--- src/rtl/seq_pkg.sv ---
// rtl/seq_pkg.sv - shared types and helpers for the serial pattern generator
package seq_pkg;

    localparam int DEF_WIDTH = 8;
    localparam int LEN_W     = $clog2(DEF_WIDTH + 1);

    typedef enum logic [1:0] {
        IDLE,
        SHIFT,
        GAP,
        DONE
    } state_t;

    function automatic int clamp_len(input int len, input int width);
        return (len > width) ? width : len;
    endfunction

endpackage

--- src/rtl/pattern_shreg.sv ---
// rtl/pattern_shreg.sv - left-aligned loadable shift register with remaining-bit counter
module pattern_shreg #(
    parameter int WIDTH = 8,
    parameter int LW    = $clog2(WIDTH + 1)
) (
    input  logic             clk,
    input  logic             rst,
    input  logic             load,
    input  logic             shift,
    input  logic [WIDTH-1:0] load_data,
    input  logic [LW-1:0]    load_len,
    output logic             msb,
    output logic             last
);

    logic [WIDTH-1:0] shreg;
    logic [LW-1:0]    bit_cnt;

    // load wins over shift so a repeat can restart on the cycle its last bit goes out
    always_ff @(posedge clk or negedge rst) begin
        if (!rst) begin
            shreg   <= '0;
            bit_cnt <= '0;
        end else if (load) begin
            shreg   <= load_data;
            bit_cnt <= load_len;
        end else if (shift) begin
            shreg   <= {shreg[WIDTH-2:0], 1'b0};
            bit_cnt <= bit_cnt - LW'(1);
        end
    end

    assign msb  = shreg[WIDTH-1];
    assign last = (bit_cnt == LW'(1));

endmodule

--- src/rtl/seq_pattern_gen.sv ---
// rtl/seq_pattern_gen.sv - serial pattern transmitter with repeat count and inter-repeat gap
module seq_pattern_gen
    import seq_pkg::*;
#(
    parameter int WIDTH      = 8,
    parameter int CNT_W      = 4,
    parameter int GAP_CYCLES = 2
) (
    input  logic                       clk,
    input  logic                       rst,
    input  logic                       start_valid,
    output logic                       start_ready,
    input  logic [WIDTH-1:0]           pattern,
    input  logic [$clog2(WIDTH+1)-1:0] len,
    input  logic [CNT_W-1:0]           repeat_n,
    output logic                       sout,
    output logic                       sout_valid,
    output logic                       busy,
    output logic                       done
);

    localparam int LW = $clog2(WIDTH + 1);
    localparam int GW = (GAP_CYCLES > 1) ? $clog2(GAP_CYCLES) : 1;

    state_t           state, state_n;
    logic [WIDTH-1:0] pat_lat, pat_aligned, load_data;
    logic [LW-1:0]    len_lat, len_eff, load_len;
    logic [CNT_W-1:0] rep_cnt;
    logic [GW-1:0]    gap_cnt;
    logic             accept, sr_load, sr_shift, msb, last, gap_end;

    assign len_eff     = LW'(clamp_len(int'(len), WIDTH));
    assign pat_aligned = pattern << (WIDTH - int'(len_eff));
    assign accept      = (state == IDLE) && start_valid;
    assign gap_end     = (int'(gap_cnt) == GAP_CYCLES - 1);

    always_ff @(posedge clk or negedge rst) begin
        if (!rst) begin
            state <= IDLE;
        end else begin
            state <= state_n;
        end
    end

    always_comb begin
        state_n   = state;
        sr_load   = 1'b0;
        sr_shift  = 1'b0;
        load_data = pat_lat;
        load_len  = len_lat;
        case (state)
            IDLE: begin
                if (start_valid) begin
                    sr_load   = 1'b1;
                    load_data = pat_aligned;
                    load_len  = len_eff;
                    state_n   = (len_eff == '0 || repeat_n == '0) ? DONE : SHIFT;
                end
            end
            SHIFT: begin
                sr_shift = 1'b1;
                if (last) begin
                    if (rep_cnt == CNT_W'(1)) begin
                        state_n = DONE;
                    end else if (GAP_CYCLES > 0) begin
                        state_n = GAP;
                    end else begin
                        sr_load = 1'b1;
                    end
                end
            end
            GAP: begin
                if (gap_end) begin
                    sr_load = 1'b1;
                    state_n = SHIFT;
                end
            end
            DONE:    state_n = IDLE;
            default: state_n = IDLE;
        endcase
    end

    // latched job copy used to rebuild each repetition
    always_ff @(posedge clk or negedge rst) begin
        if (!rst) begin
            pat_lat <= '0;
            len_lat <= '0;
            rep_cnt <= '0;
            gap_cnt <= '0;
        end else begin
            if (accept) begin
                pat_lat <= pat_aligned;
                len_lat <= len_eff;
                rep_cnt <= repeat_n;
            end
            if (state == SHIFT && last) begin
                rep_cnt <= rep_cnt - CNT_W'(1);
                gap_cnt <= '0;
            end
            if (state == GAP) begin
                gap_cnt <= gap_cnt + GW'(1);
            end
        end
    end

    pattern_shreg #(
        .WIDTH (WIDTH),
        .LW    (LW)
    ) u_shreg (
        .clk       (clk),
        .rst       (rst),
        .load      (sr_load),
        .shift     (sr_shift),
        .load_data (load_data),
        .load_len  (load_len),
        .msb       (msb),
        .last      (last)
    );

    assign sout        = (state == SHIFT) && msb;
    assign sout_valid  = (state == SHIFT);
    assign busy        = (state != IDLE);
    assign done        = (state == DONE);
    assign start_ready = (state == IDLE);

endmodule

--- config.mk ---
export PLATFORM = sky130hd
export DESIGN_NAME = seq_pattern_gen
export DESIGN_NICKNAME = d
export VERILOG_FILES = /design/src/rtl/seq_pkg.sv /design/src/rtl/pattern_shreg.sv /design/src/rtl/seq_pattern_gen.sv
export SDC_FILE = /design/constraint.sdc
export NUM_CORES = 1
export LEC_CHECK = 0
export CORE_UTILIZATION = 55
export DETAILED_ROUTE_END_ITERATION = 7
export PLACE_DENSITY_LB_ADDON = 0.3
export REMOVE_ABC_BUFFERS = 1
export SYNTH_ARGS = -nofsm -noshare
export SYNTH_HDL_FRONTEND = slang
export SYNTH_SLANG_ARGS = --single-unit
--- constraint.sdc ---
create_clock -name clk -period 2.1 [get_ports clk]
set_clock_uncertainty 0.05 [all_clocks]
set_input_delay 0.42 -clock clk [delete_from_list [all_inputs] [get_ports clk]]
set_output_delay 0.42 -clock clk [all_outputs]
set_load 0.01 [all_outputs]
* After elaboration in Yosys (flattened, before gate mapping)
Index checks and enable logic that the tools add are counted.
** Cells by class
- Add/sub/neg operators :: 4
- Order comparisons :: 1
- Equality and inequality tests :: 8
- Shift operators :: 1
- Mux-type cells :: 23
- Reductions and logical operators :: 12
** Operators by type and width (count)
- $mux W8 :: 4
- $shl A8 B32 Y8 :: 1
- $mux W4 :: 7
- $eq A4 B1 Y1 const B :: 2
- $logic_not A4 Y1 :: 2
- $mux W2 :: 4
- $pmux W2 S4 :: 1
- $reduce_bool A2 Y1 :: 4
- $sub A4 B1 Y4 const B :: 2
- $mux W1 :: 6
- $sub A4 B4 Y5 const A :: 1
- $eq A2 B2 Y1 const B :: 2
- $gt A4 B4 Y1 const B :: 1
- $ne A2 B2 Y1 const B :: 2
- $logic_and A1 B1 Y1 :: 3
- $reduce_and A3 Y1 :: 1
- $eq A2 B1 Y1 const B :: 1
- $logic_not A2 Y1 :: 1
- $ne A2 B1 Y1 const B :: 1
- $pmux W1 S2 :: 1
- $add A1 B1 Y1 const B :: 1
- $logic_or A1 B1 Y1 :: 1
** Storage, ports and cells
- Flip-flop bits (word level) :: 31
- Output and inout bits :: 5
- Word-level logic and storage cells :: 56

* Depth between registers and ports, before layout
- Word-level depth :: 7
- Mapped depth :: 10
- Mapped depth without buffers :: 8

* Hierarchy
A second synthesis with hierarchy kept.
** Second synthesis, totals
- Cells, all modules :: 221
- Area, all modules :: 2048.2 sq um
** By module, submodules not included
- seq_pattern_gen :: times used 1, cells each 164, area each 1440.1 sq um
- pattern_shreg :: times used 1, cells each 57, area each 608.1 sq um

* Worst setup path after synthesis
No wires, ideal clock.
- Kind :: input port to flip-flop
- Start point :: input port len[0]
- End point :: register u_shreg.shreg[3]
- Arrival time :: 2.096 ns
- Data required time :: 1.985 ns
- Slack :: -0.111 ns
- Stages :: 8
- Path through :: buf_2 > nand2b_1 > ha_1 > or3b_2 > o311a_1 > nand2b_1 > o21ai_0 > mux2_2
** On the way
- Cells in the longest elaborated chain, start to end :: 7
** RTL lines
- start, declared :: line seq_pattern_gen.sv:14 : input logic [$clog2(WIDTH+1)-1:0] len,
- $gt A4 B4 Y1 :: line seq_pkg.sv:15 : return (len > width) ? width : len;
- $mux W4 (*) :: line seq_pkg.sv:15
- $sub A4 B4 Y5 (*) :: line seq_pattern_gen.sv:33 : assign pat_aligned = pattern << (WIDTH - int'(len_eff));
- $shl A8 B32 Y8 (*) :: line seq_pattern_gen.sv:33
- $mux W8 (*) :: line seq_pattern_gen.sv:53 : if (start_valid) begin
- $mux W8 (*) :: line seq_pattern_gen.sv:51 : case (state)
- $mux W8 (*) :: line pattern_shreg.sv:24 : end else if (load) begin
- end signal, assigned :: line pattern_shreg.sv:25 : shreg <= load_data;
- end signal, assigned :: line pattern_shreg.sv:28 : shreg <= {shreg[WIDTH-2:0], 1'b0};
- end, declared :: line pattern_shreg.sv:16 : logic [WIDTH-1:0] shreg;
Every way passes the cells marked *; elsewhere a longest branch is shown, timed or not.
A chain may end at the register's enable or synchronous reset.

* Worst setup path in the final report
- Start point :: register state[0]
- End point :: register u_shreg.shreg[5]
** On the way
- Cells in the longest elaborated chain, start to end :: 3
** RTL lines
- start, declared :: line seq_pattern_gen.sv:25 : state_t state, state_n;
- start signal, assigned :: line seq_pattern_gen.sv:41 : state <= state_n;
- $eq A2 B2 Y1 (tied with other cells) :: line seq_pattern_gen.sv:51
- $pmux W1 S2 (tied with other cells) :: line seq_pattern_gen.sv:51
- $mux W8 / $reduce_bool A2 Y1 (equally long branches)
Parallel ways exist; a longest one is shown, timed or not.

==> metrics.txt <==
result of the run=complete, no violations; I/O Buffers=23; ANT nets after route=0; static leakage=1.199 nW; Rows=21; category of the critical setup timing path=flip-flop to flip-flop; final wirelength=4976 um; CTS Buf Count=5; Sequential cell area=778.2 um^2; power per unit of standard cell area=approximately 1200 nW/um^2; Overflow after GRT=0; flip-flop cell with the highest count after synthesis=sky130_fd_sc_hd__dfrtp_1; CP Data Arrival Time=2.24 ns; Tot Pwr=3.068 mW; DRC violation total after the first TritonRoute iteration=138; Final Slew Violations=0; die area=about 3700 um^2; number of remaining DRC errors=0; Syn-to-layout area delta=33.99%; number of maximum-capacitance constraint violations=0; normalized max-slew margin=0.6218; sum of negative setup slack=0 ns; average wire per standard cell=16.21 um; top-level I/O count=24; Syn Area/Cell=9.116 um^2; vias=roughly 1800; CP Capture Type=flip-flop; most used cells in the layout excluding fill and tap cells=sky130_fd_sc_hd__buf_4 (32), sky130_fd_sc_hd__dfrtp_1 (29), sky130_fd_sc_hd__nand2_1 (28); horizontal die dimension=61.00 um; wire length of the first global-routing pass=roughly 7500 um; synthesized cell area=1914 um^2; minimum period implied by the final worst setup slack=2.034 ns; Final setup violation count=0; combined global-route utilization of all metal layers=0.2818; leading cell type in the layout, fill and taps excluded=sky130_fd_sc_hd__buf_4; Filler Cell Count=between 200 and 250; library cell with the largest summed area after synthesis=sky130_fd_sc_hd__dfrtp_1; library cell used as clock root buffer=sky130_fd_sc_hd__clkbuf_4; Final Worst Setup Slack=0.06626 ns; Worst Tran Pin Value=0.5667 ns; total iterations of the first detailed-routing run=4; clock sinks=31; ys async rst share=1.000; clock transition at the registers of the reported paths=0.10 ns; pre-CTS setup slack=-0.5298 ns; r2r worst-path depth=7; nature of the critical path startpoint=flip-flop; CTS tree=built; routability congestion estimate=approximately 0.82; Core Area=around 3300 um^2; number of enable flip-flop cells after synthesis=0; ratio of cells with drive above 1 in the final layout=0.2605; diodes inserted=0; proportion of netlist area held by the largest area contributor=0.4052; maximum fanout count along the critical path=11; area of the multi-input gates=about 1100 um^2; Clk Latency, worst-skew pair=0.33 ns; WP data required=2.30 ns; class of the tightest hold or removal check=input port to async pin; Post-DP HPWL=3394 um; number of global-route vias before repair=1683; synth top area cells=sky130_fd_sc_hd__dfrtp_1 (41%), sky130_fd_sc_hd__mux2i_1 (7.3%), sky130_fd_sc_hd__nand2_1 (5.7%); Chip Height=61.00 um; final period utilization=0.9684; number of H-tree levels=2; Starting Density=0.5737; clock tree buffer depth=2; count of different cell masters after synthesis=between 40 and 50; number of failing hold endpoints at the final stage=0; highest ir drop seen on vdd=0.0007285 V; initial antenna violation count=0; Layout Nets=between 200 and 300; synth warn=0; drt via density=5.866; Post-Syn Instances=210; pin count of the biggest net entering global routing=32; portion of the post-synthesis area used by sequential elements=0.4052; #FFs+latches synth=31; Fmax achieved=a little under 500 MHz
## final cells by class
class	instances	share of cell area
multi-input combinational	157	0.4420
sequential	31	0.3034
tap	46	0.02244
clock buffer	6	0.02000
clock inverter	2	0.01366
inverter	10	0.01463
timing repair buffer	55	0.1839
## worst max-delay path: stages (launching register included)
cell	delay [ns]
sky130_fd_sc_hd__dfrtp_2	0.43
sky130_fd_sc_hd__buf_4	0.16
sky130_fd_sc_hd__or3b_1	0.39
sky130_fd_sc_hd__buf_4	0.19
sky130_fd_sc_hd__a21oi_1	0.21
sky130_fd_sc_hd__o21ai_0	0.13
sky130_fd_sc_hd__a21o_1	0.20
sky130_fd_sc_hd__a31oi_1	0.19
## final timing paths
kind,from,to,slack (ns)
min in group clk,pat_lat[4],pat_lat[4],0.43
setup reg to reg,state[0],u_shreg.shreg[5],0.07
max in group asynchronous,rst,state[1],1.27
setup / recovery,state[0],u_shreg.shreg[5],0.07
hold / removal,rst,rep_cnt[2],0.42
hold reg to reg,pat_lat[4],pat_lat[4],0.43
## Yosys cell counts, types with 2 or more instances
cell                       instances
sky130_fd_sc_hd__dfrtp_1          31
sky130_fd_sc_hd__a21o_1            2
sky130_fd_sc_hd__a211oi_1          4
sky130_fd_sc_hd__mux2i_1          14
sky130_fd_sc_hd__nor4_1            2
sky130_fd_sc_hd__buf_6             2
sky130_fd_sc_hd__a221o_1           3
sky130_fd_sc_hd__nand2_1          29
sky130_fd_sc_hd__xor2_1            2
sky130_fd_sc_hd__ha_1              5
sky130_fd_sc_hd__mux2_2            5
sky130_fd_sc_hd__and2_1            6
sky130_fd_sc_hd__a21oi_1           6
sky130_fd_sc_hd__nor2_1           17
sky130_fd_sc_hd__inv_1             9
sky130_fd_sc_hd__buf_2             6
sky130_fd_sc_hd__o22ai_1           3
sky130_fd_sc_hd__nor3_1            2
sky130_fd_sc_hd__or2_2             2
sky130_fd_sc_hd__o211ai_1          3
sky130_fd_sc_hd__a31oi_1           3
sky130_fd_sc_hd__nand2b_1          7
sky130_fd_sc_hd__clkbuf_1          3
sky130_fd_sc_hd__nand3_1           6
sky130_fd_sc_hd__o21ai_0          15
## power breakdown
group	switching (mW)	internal, mW	leakage, nW	total (mW)
Combinational	0.793	0.739	0.761	1.53
Sequential	0.163	0.876	0.389	1.04
Clock	0.215	0.281	0.0482	0.496
## metrics by stage
stage	instance area, um^2	cells	hold slack [ns]	utilization
2_1_floorplan	1847	198	0.07441	-
3_3_place_gp	2345	295	0.3913	0.7027
3_5_place_dp	2345	295	0.4111	0.7027
4_1_cts	2487	306	0.4357	0.7454
5_1_grt	2565	307	0.4667	0.7687
6_report	2565	307	0.4236	0.7687
## cells by family (layout without fill, tap and decap cells)
kind of cell | Yosys count | in the layout | synth area share
buf+inv | 22 | 73 | 0.05490
simple gates | 77 | 77 | 0.1902
fa+ha+maj | 5 | 5 | 0.03268
flops | 31 | 31 | 0.4052
mux | 21 | 21 | 0.1222
compound gates | 51 | 51 | 0.1811
xor+xnor | 3 | 3 | 0.01373
## state kept, by name, indices dropped and copies added (netlist names)
name and count:
pat_lat 8, u_shreg.shreg 8, len_lat 4, rep_cnt 4
u_shreg.bit_cnt 4, state 2, gap_cnt 1
## metal layers
metal	routed length, um	vias to the layer above	track usage	part of all wire
met4	195	0	0.1006	0.039
met1	2055	882	0.3460	0.41
met3	208	19	0.05757	0.042
li1	-	843	-	-
met5	0	-	0	0
met2	2517	57	0.4914	0.51
## timing repair
item                                    CTS  global route
cloned                                    0             0
setup buffers                             3             1
gates resized for setup                  12            15
hold buffers                              0             0
endpoints found under the hold margin     0             0
endpoints found under the setup margin   12             8
pin swaps                                 3             5
(Power assumes the default switching activity.)
